<file path="src/rtl/vt_strand_tx.sv">
// vt_strand_tx -- Varshamov-Tenengolts strand encoder with serial output.
//
// Takes a K-bit message, spreads it over the non-power-of-two positions of
// an N-bit codeword, accumulates the weighted position sum modulo N+1 one
// position per cycle, then fills the power-of-two positions with the binary
// deficiency so that sum(i*x_i) mod (N+1) == A.  The finished codeword is
// presented in parallel and shifted out serially, position 1 first, under a
// valid/ready handshake.
//
// Ports:
//   clk, rst        rising-edge clock, asynchronous active-high reset
//   msg_in[K-1:0]   message word, taken on in_valid && in_ready
//   in_valid        message valid
//   in_ready        block is idle and can take a message
//   bit_out         current serial codeword bit
//   out_valid       bit_out valid
//   out_ready       downstream accepts bit_out
//   out_last        bit_out is position N
//   codeword[N-1:0] parallel codeword, bit [i-1] is position i
//   cw_valid        codeword is valid
//   strand_cnt      number of strands whose last bit was accepted (wraps)
//   busy            high whenever the FSM is not idle
module vt_strand_tx #(
  parameter int N = 10,
  parameter int A = 5,
  // P = floor(log2 N) + 1, which is also the accumulator width ceil(log2(N+1))
  localparam int P = $clog2(N + 1),
  localparam int K = N - P
) (
  input  logic          clk,
  input  logic          rst,
  input  logic [K-1:0]  msg_in,
  input  logic          in_valid,
  output logic          in_ready,
  output logic          bit_out,
  output logic          out_valid,
  input  logic          out_ready,
  output logic          out_last,
  output logic [N-1:0]  codeword,
  output logic          cw_valid,
  output logic [15:0]   strand_cnt,
  output logic          busy
);

  if (N < 3 || N > 63 || A < 0 || A > N) begin : g_param_check
    $error("vt_strand_tx: N must be 3..63 and A must be 0..N");
  end

  typedef enum logic [1:0] {IDLE, ACCUM, PARITY, SEND} state_t;

  localparam logic [P-1:0] ONE_P = P'(1);
  localparam logic [P-1:0] N_P   = P'(N);
  localparam logic [P-1:0] A_P   = P'(A);
  // Modulus N+1; wraps to zero when N+1 == 2**P, which is still correct
  // because P-bit arithmetic is then already modulo N+1.
  localparam logic [P-1:0] MOD_P = P'(N + 1);
  localparam logic [P:0]   MOD_W = (P + 1)'(N + 1);

  // Place message bits on the non-power-of-two positions, ascending.
  function automatic logic [N-1:0] place_bits(input logic [K-1:0] m);
    logic [N-1:0] r;
    int j;
    r = '0;
    j = 0;
    for (int p = 1; p <= N; p++) begin
      if ((p & (p - 1)) != 0) begin
        r[p-1] = m[j];
        j++;
      end
    end
    return r;
  endfunction

  // Put bit j of the deficiency on position 2**j.
  function automatic logic [N-1:0] parity_bits(input logic [P-1:0] d);
    logic [N-1:0] r;
    r = '0;
    for (int j = 0; j < P; j++) begin
      r[(1 << j) - 1] = d[j];
    end
    return r;
  endfunction

  state_t        state;
  logic [K-1:0]  msg;
  logic [P-1:0]  acc;
  logic [P-1:0]  idx;
  logic [P-1:0]  ptr;

  logic [N-1:0]  placed;
  logic          cur_bit;
  logic [P:0]    sum;
  logic [P:0]    acc_step;
  logic [P-1:0]  defic;
  logic [N-1:0]  cw_next;

  // Datapath: data placement, modular accumulate step and deficiency.
  always_comb begin
    placed  = place_bits(msg);
    cur_bit = placed[idx - ONE_P];
    sum     = {1'b0, acc} + {1'b0, idx};
    // acc < N+1 and idx <= N, so one conditional subtract gives the modulus
    if (sum >= MOD_W) begin
      acc_step = sum - MOD_W;
    end else begin
      acc_step = sum;
    end
    if (A_P >= acc) begin
      defic = A_P - acc;
    end else begin
      defic = A_P - acc + MOD_P;
    end
    cw_next = placed | parity_bits(defic);
  end

  // Control FSM with all outputs registered.
  always_ff @(posedge clk or posedge rst) begin
    if (rst) begin
      state      <= IDLE;
      msg        <= '0;
      acc        <= '0;
      idx        <= ONE_P;
      ptr        <= ONE_P;
      codeword   <= '0;
      cw_valid   <= 1'b0;
      in_ready   <= 1'b1;
      out_valid  <= 1'b0;
      out_last   <= 1'b0;
      bit_out    <= 1'b0;
      busy       <= 1'b0;
      strand_cnt <= 16'd0;
    end else begin
      case (state)
        IDLE: begin
          if (in_valid && in_ready) begin
            msg      <= msg_in;
            acc      <= '0;
            idx      <= ONE_P;
            in_ready <= 1'b0;
            busy     <= 1'b1;
            state    <= ACCUM;
          end
        end
        ACCUM: begin
          if (cur_bit) begin
            acc <= acc_step[P-1:0];
          end
          if (idx == N_P) begin
            state <= PARITY;
          end else begin
            idx <= idx + ONE_P;
          end
        end
        PARITY: begin
          codeword  <= cw_next;
          cw_valid  <= 1'b1;
          ptr       <= ONE_P;
          bit_out   <= cw_next[0];
          out_valid <= 1'b1;
          out_last  <= 1'b0;
          state     <= SEND;
        end
        SEND: begin
          if (out_ready) begin
            if (ptr == N_P) begin
              strand_cnt <= strand_cnt + 16'd1;
              cw_valid   <= 1'b0;
              out_valid  <= 1'b0;
              out_last   <= 1'b0;
              bit_out    <= 1'b0;
              ptr        <= ONE_P;
              in_ready   <= 1'b1;
              busy       <= 1'b0;
              state      <= IDLE;
            end else begin
              ptr      <= ptr + ONE_P;
              // codeword[ptr] is position ptr+1
              bit_out  <= codeword[ptr];
              out_last <= ((ptr + ONE_P) == N_P);
            end
          end
        end
        default: begin
          state     <= IDLE;
          cw_valid  <= 1'b0;
          out_valid <= 1'b0;
          out_last  <= 1'b0;
          bit_out   <= 1'b0;
          ptr       <= ONE_P;
          in_ready  <= 1'b1;
          busy      <= 1'b0;
        end
      endcase
    end
  end

endmodule

</file>
<file path="config.mk">
export PLATFORM = sky130hd
export DESIGN_NAME = vt_strand_tx
export DESIGN_NICKNAME = d
export VERILOG_FILES = /design/src/rtl/vt_strand_tx.sv
export SDC_FILE = /design/constraint.sdc
export NUM_CORES = 1
export LEC_CHECK = 0
export CORE_MARGIN = 2
export CORE_UTILIZATION = 35
export DETAILED_ROUTE_END_ITERATION = 16
export SYNTH_ARGS = -nofsm -noshare
export SYNTH_HDL_FRONTEND = slang
export SYNTH_SLANG_ARGS = --single-unit
</file>
<file path="constraint.sdc">
create_clock -name clk -period 3.1 [get_ports clk]
set_input_delay 0.62 -clock clk [delete_from_list [all_inputs] [get_ports clk]]
set_output_delay 0.62 -clock clk [all_outputs]
set_load 0.02 [all_outputs]
</file>
; ---- Word level (Yosys, flattened, before mapping)
; Index checks and enable logic that the tools add are counted.
[classes]
n_addsub = 8
multipliers = 0
div_mod_pow = 0
order_cmp = 4
n_eq_ne = 12
n_shift = 0
n_mux = 35
n_bitwise = 1
n_reduce_logical = 13
[ops]
columns = op, count
row1 = 2-to-1 mux 4 bit, 8
row2 = one-hot mux 4 bit (2 select lines), 3
row3 = "adder 16 x 1 -> 16 bit, second input constant", 1
row4 = "== test 4 bit, second input constant", 3
row5 = 2-to-1 mux 1 bit, 12
row6 = "!= test 2 bit, second input constant", 6
row7 = AND reduction 3 bit, 4
row8 = "< comparator 4 x 5 -> 1 bit, second input constant", 2
row9 = OR 10 x 8 -> 10 bit, 1
row10 = one-hot mux 1 bit (2 select lines), 5
row11 = "adder 4 x 1 -> 4 bit, second input constant", 2
row12 = binary-select mux 1 bit (select 4 bit), 2
row13 = 2-to-1 mux 2 bit, 4
row14 = one-hot mux 2 bit (4 select lines), 1
row15 = AND reduction 4 bit, 2
row16 = nonzero test 2 bit, 3
row17 = adder 4 x 4 -> 5 bit, 1
row18 = ">= comparator 5 x 4 -> 1 bit, second input constant", 1
row19 = "adder 4 bit, second input constant", 1
row20 = "== test 2 bit, second input constant", 2
row21 = ">= comparator 3 x 4 -> 1 bit, first input constant", 1
row22 = AND reduction 2 bit, 2
row23 = "subtractor 3 x 4 -> 4 bit, first input constant", 1
row24 = "subtractor 4 x 1 -> 4 bit, second input constant", 1
row25 = 4 further kinds, 4
[totals]
ff_bits = 51
latch_bits = 0
ram_bits = 0
mem_bits_ro = 0
output_inout_bits = 32
mem_count = 0

; ---- Logic depth before layout (Yosys ltp)
; Gate-level depths: netlist of the first run.
[logic_depth]
word_depth = 5
depth_mapped = 9
mapped_depth_nobuf = 8

; ---- Worst setup path after synthesis of the first run
; OpenSTA, ideal clock, no wires.
[synth_path]
path_type = register to register
start = register idx[0]
end = register acc[1]
arrival_ns = 2.123
t_required_ns = 2.971
slack_ns = 0.848
path_stages_with_launch = 8
n_path_buf = 0
synth_period_minus_slack_ns = 2.252
cell_sequence = dfstp_2 inv_1 ha_1 and3b_1 a211o_1 o311ai_2 and2_1 o22ai_1
[synth_between]
elab_chain_len = 5
word_cells_on_any_way = 11
[synth_rtl]
columns = element, line_no
row1 = from (decl), 87  ; logic [P-1:0] idx;
row2 = from (signal assigned), 151  ; idx <= idx + ONE_P;
row3 = adder 4 x 4 -> 5 bit or subtractor 4 x 1 -> 4 bit (tied branches), "101, 100"
row4 = "subtractor 4 bit, or another cell as far along", 104  ; acc_step = sum - MOD_W;
row5 = 2-to-1 mux 4 bit or 2-to-1 mux 1 bit (tied branches), "103, 100"
row6 = 2-to-1 mux 4 bit or != test 2 bit (tied branches), -
row7 = one-hot mux 4 bit (2 select lines) or AND reduction 3 bit (tied branches), -
row8 = to (signal assigned), 146  ; acc <= acc_step[P-1:0];
row9 = to (decl), 86  ; logic [P-1:0] acc;
; Parallel ways exist; a longest one is shown, timed or not. The select of a mux whose other input is x is not followed.
; A chain may end at the register's enable or synchronous reset.

; ---- Final worst setup path of the first run
[layout_path]
start = register acc[0]
end = register acc[1]
[layout_between]
elab_chain_len = 5
word_cells_on_any_way = 6
[layout_rtl]
columns = element, line_no
row1 = adder 4 x 4 -> 5 bit (*), 101  ; sum = {1'b0, acc} + {1'b0, idx};
row2 = subtractor 4 bit or >= comparator 5 x 4 -> 1 bit (tied branches), "104, 103"
row3 = 2-to-1 mux 4 bit (*), 103  ; if (sum >= MOD_W) begin
row4 = 2-to-1 mux 4 bit (*), 145  ; if (cur_bit) begin
row5 = one-hot mux 4 bit (2 select lines) (*), 133  ; case (state)
; Mark *: on every way between the ends. The rest lies on a longest branch, timed or not. The select of a mux whose other input is x is not followed.

==> reports/results.txt, run 1 <==
status = finished clean
CP arrival = 2.71 ns
Starting DRT DRC Count = 109
reg2reg start = acc[0]
post-DR vias/cell = 5.18
WP buf/inv = 0
Worst VDD drop = 0.162 mV
core region area = 0.00830 sq mm
Avg WL per Cell = 14.8 um
Ports = 42
setup_tns = 0 ns
worst-path cell chain = ha_1 -> fa_1 -> ha_1 -> nand2b_1 -> a21oi_1 -> o211ai_1 -> a32oi_1 -> o22ai_1
# fillers = 794
unrepaired setup endpoints after global routing = false
max-slew violations = 0
cell family contributing the most delay on the critical path = adder cells
ys async rst share = 1.00
GP Congestion = 0.786
clock root buffer = clkbuf_8
worst slew pin tran = 0.575 ns
Crit-path slowest cell = fa_1
count of final hold-check violations = 0
first-pass GRT wire length = 10800 um
post-CTS sizing = 0
skew final = 0.0123 ns
period utilization = 0.814
Reg clk slew, reported paths = 0.09 ns
Hold Path Depth = 1
Worst Hold Class = register to register
Hold Startpoint = strand_cnt[15]
layout cells sized above 1 = 0.142
flip-flop and latch count after synthesis = 51
critical path class = register to register
post-CTS setup buffer count = 0
H-tree levels = 2
largest area contributor in the netlist = dfrtp_1
startpoint types = register
Worst path most repeated cell = ha_1
CTS tree = yes
Hold-fix buffers, CTS = 0
global-route usage over all layers = 0.141
R2R depth = 8
Cell Rows = 33
post-synth cell types = 69
largest net degree at the start of global routing = 28
Area contributors post-synth = dfrtp_1 40%, ha_1 8.7%, mux2_2 6.0%
growth of design area from synthesis to finish = 20.5%
First-pass DRT Iterations = 4
via count = 2227
synth cell count leaders = 48 x dfrtp_1, 21 x ha_1, 20 x nand2_1
Final Critical Period = 2.52 ns
n_diodes = 0
full die area = 0.00937 sq mm
final setup fails = 0
maxcap violations = 0
CTS Buf Count = 5
Post-Syn Area = 0.00301 sq mm
Layout Nets = 356
pwr dens = 305 mW/mm^2
Gate Count Post-Synth = 281
R2R Setup Slk = 0.58 ns
Avg Inst Size Synth = 10.7 sq um
syn_nets = 313
Synthesis Warnings = 0
post-synthesis sequential area ratio = 0.425
clock latency on the worst-skew pair = 0.31 ns
crit path max fanout = 7
# DRC = 0
Achievable Freq = 396 MHz
Post-synth EDFFs = 0
DIE WIDTH = 96.8 um
Detail Placement HPWL = 4810 um
Antenna Violating Nets Remaining = 0
Yosys top cell area share = 0.399
Main synth FF type = dfrtp_1
FF-to-FF End = acc[1]
Initial Util = 0.363
area post-placement = 0.00353 sq mm
Routed WL = 6360 um
clock tree buffer depth = 2
Max transition margin = 0.614
vias in the first global route = 2189
P_leak = 1.62 nW
die height = 96.8 um
Hold Crit Endpoint = strand_cnt[15]
Overflow after GRT = 0
Worst Path Required = 3.29 ns
clock sink count = 51
top-count cell post-synth = dfrtp_1
crit path capture type = register
port buffer count = 41
Finished Cell Area = 0.00363 sq mm
max incr delay on CP = 0.58 ns
initial antenna violation count = 0
==> worst max-delay path by stage <==
stage	start	to	slack, ns	cells after the start
global placement	out_ready	strand_cnt[12]	0.45	6
detailed placement	out_ready	strand_cnt[12]	0.41	6
floorplan	idx[0]	acc[1]	0.85	7
global route	acc[0]	acc[1]	0.43	8
CTS	acc[0]	acc[1]	0.60	8
finish	acc[0]	acc[1]	0.58	8
==> cells by family (layout without fill, tap and decap cells) <==
group                      Yosys count  after routing  synth area share
DFF                                 51             51             0.425
xor gates and xnor gates            24             24            0.0722
AOI/OAI and AO/OA                   61             61             0.145
buffers and inverters               24             68            0.0353
and+or+nand+nor                     78             78             0.144
muxes                               21             21            0.0847
adders and majority gates           22             22            0.0938
==> area by class of cell <==
type	instances	area, sq um	area share
timing repair buffer	44	433	0.119
clock inverter	2	16.3	0.00448
multi-input combinational	206	1630	0.448
clock buffer	6	82.6	0.0227
tap	105	131	0.0362
inverter	16	60.1	0.0165
sequential	51	1280	0.353
==> per-layer routing <==
metal | track usage | share of wire | up-vias
met3 | 0.0246 | 0.024 | 12
met2 | 0.210 | 0.44 | 31
met1 | 0.206 | 0.52 | 1076
met5 | 0 | 0 | -
li1 | - | - | 1108
met4 | 0.0477 | 0.020 | 0
==> where the power goes <==
part | leakage, nW | switching [mW] | total, mW | internal (mW)
sequential | 0.681 | 0 | 0.665 | 0.665
clock | 0.0474 | 0.231 | 0.413 | 0.183
combinational | 0.890 | 0.0157 | 0.0275 | 0.0118
total | 1.62 | 0.246 | 1.11 | 0.859
==> flip-flops by register name (all words and copies together) (netlist names) <==
name / cells
acc: 4
bit_out: 1
busy: 1
codeword: 10
cw_valid: 1
idx: 4
in_ready: 1
msg: 6
out_last: 1
ptr: 4
state: 2
strand_cnt: 16
==> metrics by stage <==
stage                      util  hold slack, ns  worst slack, ns  power [mW]  cells
final                     0.438           0.478            0.575        1.11    430
after CTS                 0.438           0.486            0.601        1.13    430
after global routing      0.438           0.506            0.431        1.16    430
after global placement    0.426           0.465            0.453       0.706    422
after detailed placement  0.426           0.468            0.409       0.707    422
after floorplan               -           0.490            0.848       0.688    281
==> layout by cell type (no fill, tap or decap), types with 2 or more instances in the layout <==
cell type         n
nand3_1           4
buf_4             3
mux2i_1           3
nor4_1            2
dfstp_2           3
a32oi_1           2
clkbuf_8          6
a31oi_1           4
mux2_2           16
a21oi_1           8
xor2_1            6
mux4_2            2
dfrtp_1          48
o21ai_0          15
and3_1            3
xnor2_1          17
nand3b_1          2
o2111ai_1         2
a211o_1           2
nor3_1            4
and2_1            5
and2b_1           2
inv_1            15
nand4_1           4
or2_2             4
clkdlybuf4s50_1  41
nor2_1           15
a21o_1            3
nand2_1          20
o211ai_1          3
o31a_1            2
ha_1             21
(Power assumes the default switching activity.)
==> run 2: changes to the inputs <==
- clock period: 3.1 -> 2.3 ns (I/O delays scaled with it)
==> reports/results.txt, run 2 (same netlist as run 1, synthesis figures left out) <==
status = finished clean
R2R Setup Slk = 0.07 ns (-0.50 ns)
Reg clk slew, reported paths = 0.10 ns (about the same)
post-DR vias/cell = 5.13 (-0.91%)
CTS tree = yes
clock root buffer = clkbuf_8
clock latency on the worst-skew pair = 0.31 ns (about the same)
Routed WL = 6540 um (+2.9%)
post-CTS sizing = 0 (unchanged)
dpl ws = 0.00234 ns (-0.406 ns)
R2R depth = 8 (unchanged)
critical path class = register to register
Max transition margin = 0.720 (+0.106)
via count = 2335 (+4.8%)
pwr dens = 409 mW/mm^2 (+34%)
Initial Util = 0.363 (unchanged)
max-slew violations = 0 (unchanged)
global-route usage over all layers = 0.141 (about the same)
commonest non-fill, non-tap cells in the layout = 47 x dfrtp_1, 41 x clkdlybuf4s50_1, 27 x buf_4, 20 x nand2_1, 19 x ha_1
full die area = 0.00937 sq mm (unchanged)
DIE WIDTH = 96.8 um (unchanged)
Ports = 42 (unchanged)
initial antenna violation count = 0 (unchanged)
top flop regs = strand_cnt (16), codeword (10), msg (6)
period utilization = 0.968 (+0.154)
layout cells sized above 1 = 0.223 (+0.0813)
max reg flops = 16 (unchanged)
final setup fails = 0 (unchanged)
Overflow after GRT = 0 (unchanged)
first-pass GRT wire length = 10800 um (-0.57%)
Worst Hold Class = input port to async pin
post-CTS setup buffer count = 0 (unchanged)
P_leak = 1.75 nW (+8.4%)
Worst Path Required = 2.50 ns (-0.79 ns)
port buffer count = 41 (unchanged)
vias in the first global route = 2134 (-2.5%)
H-tree levels = 2 (unchanged)
worst slew pin tran = 0.421 ns (-0.154 ns)
growth of design area from synthesis to finish = 28.4%
clock sink count = 51 (unchanged)
commonest non-fill, non-tap cell in the layout = dfrtp_1
Antenna Violating Nets Remaining = 0 (unchanged)
Layout Nets = 381 (+7.0%)
# DRC = 0 (unchanged)
CTS Buf Count = 5 (unchanged)
Avg WL per Cell = 14.4 um (-2.7%)
core region area = 0.00830 sq mm (unchanged)
crit path capture type = register
Tot Pwr = 1.58 mW (+43%)
Achievable Freq = 449 MHz (+13%)
Detail Placement HPWL = 5100 um (+6.1%)
FF-to-FF End = acc[1]
worst setup margin = 0.0735 ns (-0.502 ns)
Hold-fix buffers, CTS = 0 (unchanged)
First-pass DRT Iterations = 5 (+1)
Biggest register = strand_cnt
largest net degree at the start of global routing = 28 (unchanged)
GP Congestion = 0.900 (+15%)
startpoint types = register
CP arrival = 2.42 ns (-0.29 ns)
die height = 96.8 um (unchanged)
maxcap violations = 0 (unchanged)
reg2reg start = idx[0]
skew final = 0.00767 ns (-0.00464 ns)
clock tree buffer depth = 2 (unchanged)
count of final hold-check violations = 0 (unchanged)
Final Critical Period = 2.23 ns (-0.298 ns)
Cell Rows = 33 (unchanged)
crit path max fanout = 4 (-3)
Starting DRT DRC Count = 63 (-42%)
Worst VDD drop = 0.282 mV (+75%)
n_diodes = 0 (unchanged)
-- run 2: power breakdown --
part | internal [mW] | total [mW] | leakage (nW) | switching, mW
Clock | 0.330 | 0.645 | 0.0587 | 0.315
Sequential | 0.896 | 0.896 | 0.680 | 0
Combinational | 0.0193 | 0.0412 | 1.02 | 0.0219
-- run 2: worst max-delay path, cell delays in order, from the launching register on --
cell	delay, ns
dfstp_2	0.57
ha_2	0.20
fa_2	0.46
ha_2	0.22
nand2b_1	0.08
a21oi_2	0.06
o31a_1	0.25
a32oi_1	0.18
o22ai_1	0.11
-- run 2: how the worst max path moves through the flow --
stage | startpoint | endpoint | cells after the start
6_report | idx[0] | acc[1] | 8
5_1_grt | idx[1] | acc[2] | 7
4_1_cts | idx[0] | acc[1] | 8
3_5_place_dp | out_ready | strand_cnt[12] | 6
3_3_place_gp | out_ready | strand_cnt[12] | 6
2_1_floorplan | idx[0] | acc[1] | 7
-- run 2: cell type report --
type                       instances  area, sq um
inverter                          16         60.1
tap                              105          131
clock inverter                     3         47.5
fill                             790         4430
clock buffer                       5         68.8
sequential                        51         1280
multi-input combinational        206         1650
timing repair buffer              69          633
-- run 2: per-layer routing --
layer / global-route usage / wire [um] / vias up
met1: 0.200 / 3270 / 1118
met2: 0.221 / 2930 / 53
met5: 0 / 0 / -
li1: - / - / 1152
met3: 0.0289 / 240 / 12
met4: 0.0347 / 100 / 0
-- run 2: stage by stage --
stage	hold slack [ns]	cells	util	TNS, ns	cell area, sq um
after floorplan	0.490	281	-	0	3010
final	0.404	455	0.466	0	3870
after global placement	0.465	447	0.450	0	3730
after CTS	0.401	455	0.464	0	3850
after global routing	0.418	455	0.466	-0.0150	3870
after detailed placement	0.475	447	0.450	0	3730
==> run 3: changes to the inputs <==
- CAP_MARGIN: not set -> 30
==> results of run 3 <==
The final DEF is identical to that of run 2; final timing and power are the same.
==> RTL change: new RTL, config.mk and constraints of run 2 <==
`N`: 10 -> 5.
--- a/src/rtl/vt_strand_tx.sv
+++ b/src/rtl/vt_strand_tx.sv
@@ -23,3 +23,3 @@
 module vt_strand_tx #(
-  parameter int N = 10,
+  parameter int N = 5,
   parameter int A = 5,
Interface: changed (resized codeword and msg_in); port bits go from 42 to 33. No check against the original RTL was run, so the function may have changed too.
==> RTL change against run 2 <==
Worst setup slack better by 0.26 ns. Routed wire length is 39% lower. Sequential share of layout area is 5.0 points higher. Area after synthesis fell by 30%. Total power shrank 26%. Critical path depth down 7. Sequential cell count shrank 12. Design area down 34%. Combinational power shrank 30%. Largest cell class unchanged. Highest routed layer unchanged.
==> RTL change: results (changes against run 2) <==
* WL/cell at 13.03 um (was 14.38 um)
* M1 WL at 1977 um (was 3269 um)
* Synth area leaders: dfrtp_1, ha_1, xnor2_1, nand2_1, dfstp_2 (was dfrtp_1, ha_1, mux2_2, xnor2_1, dfstp_2)
* Avg Inst Size Synth at 10.88 sq um (was 10.73 sq um)
* Synth cell count leaders: dfrtp_1, nand2_1, ha_1, xnor2_1 (was dfrtp_1, ha_1, nand2_1)
* Met3 WL at 133 um (was 240 um)
* CP max-delay cell: clkdlybuf4s50_1 (was dfstp_2)
* Peak VDD IR at 0.2243 mV (was 0.2824 mV)
* CP delay by family, top: buffers and inverters (was adder cells)
* Crit-path max FO at 7 (was 4)
* Hold WC Path Type: register to register (was input port to asynchronous set/reset pin)
* Unique masters post-synth at 49 (was 69)
* Clk slew on worst S/H paths at 0.07 ns (was 0.10 ns)
* Syn nets at 212 (was 313)
* Status: completed (unchanged)
* Number of vias per cell at 5.039 (was 5.132)
* Adder-Cell Fraction of Synth Area at 8.100% (was 9.381%)
* Synth Area in XOR/XNOR at 7.088% (was 7.223%)
* Dpl cells at 296 (was 447)
* Port buffer count at 32 (was 41)
* Compound-Gate Fraction of Synth Area at 11.55% (was 14.53%)
* Post-synthesis mux area share at 6.432% (was 8.468%)
* Ys async rst share at 100.0% (unchanged)
* Rel. slew slack at 67.29% (was 71.95%)
* Dpl cell area at 2487 sq um (was 3732 sq um)
* Largest registers: strand_cnt: 16 flops, codeword: 5 flops (was strand_cnt: 16 flops, codeword: 10 flops, msg: 6 flops)
* Insertion delay to the later sink of the worst-skew pair at 0.29 ns (was 0.31 ns)
* Top cell type's share of synthesized area at 42.88% (was 39.85%)
* # nets final at 247 (was 381)
* Routed via count at 1532 (was 2335)
* Final Util at 43.91% (was 46.65%)
* Dpl ws at 0.2368 ns (was 0.002345 ns)
* Met2 Resource Use GR at 19.51% (was 22.06%)
* Routed length on met2 at 1778 um (was 2934 um)
* First-pass GRT wire length at 6796 um (was 10780 um)
* Leak pwr at 0.001146 uW (was 0.001754 uW)
* Worst path max stage delay at 0.62 ns (was 0.57 ns)
* CP arrival at 1.51 ns (was 2.42 ns)
* Drt initial violations at 72 (was 63)
* GR Util met1 at 19.24% (was 20.01%)
* Largest net degree at the start of global routing at 40 (was 28)
* Total GRT Usage at 13.48% (was 14.08%)
* # fillers at 566 (was 790)
* Synth warn at 0 (unchanged)
* DPL Wire Length at 2925 um (was 5102 um)
* Skew final at 0.004094 ns (was 0.007670 ns)
* Sequential area share after synthesis at 46.63% (was 42.47%)
* Cts repair resizes at 0 (unchanged)
* Final Wtd Congestion at 0.7507 (was 0.8999)
* Vias in the first global route at 1414 (was 2134)
* Met3 Use GR at 3.187% (was 2.890%)
* Detailed Routing Iterations Pass 1 at 4 (was 5)
==> RTL change: changes by cell type after synthesis, sizes merged, moves of 4 or more <==
cell and change:
and2 -5, dfrtp -12, o21ai -4, nor2 -6, xnor2 -6, nand3 +5
mux2 -9, inv -7, ha -9
==> RTL change: path summary, 6_finish.rpt <==
path	start	endpoint	slack, ns	depth (start not counted)
setup / recovery	in_ready	in_ready	0.33	1
hold / removal	out_last	out_last	0.48	2
setup reg to reg	idx[0]	acc[2]	0.38	6
hold reg to reg	out_last	out_last	0.48	2
max in group asynchronous	rst	in_ready	1.35	3
min in group asynchronous	rst	strand_cnt[7]	0.59	3
==> RTL change: layout make-up <==
class / instances / share of cell area [%]
clock buffer: 7 / 2.971
timing repair buffer: 34 / 13.05
tap: 75 / 3.653
sequential: 39 / 38.14
inverter: 9 / 1.315
multi-input combinational: 139 / 40.67
clock inverter: 1 / 0.1948
==> RTL change: power by group <==
part	internal [uW]	total, uW	switching, uW
logic	10.5	28.9	18.5
clock network	213	450	237
registers	685	685	0
total	909	1160	256
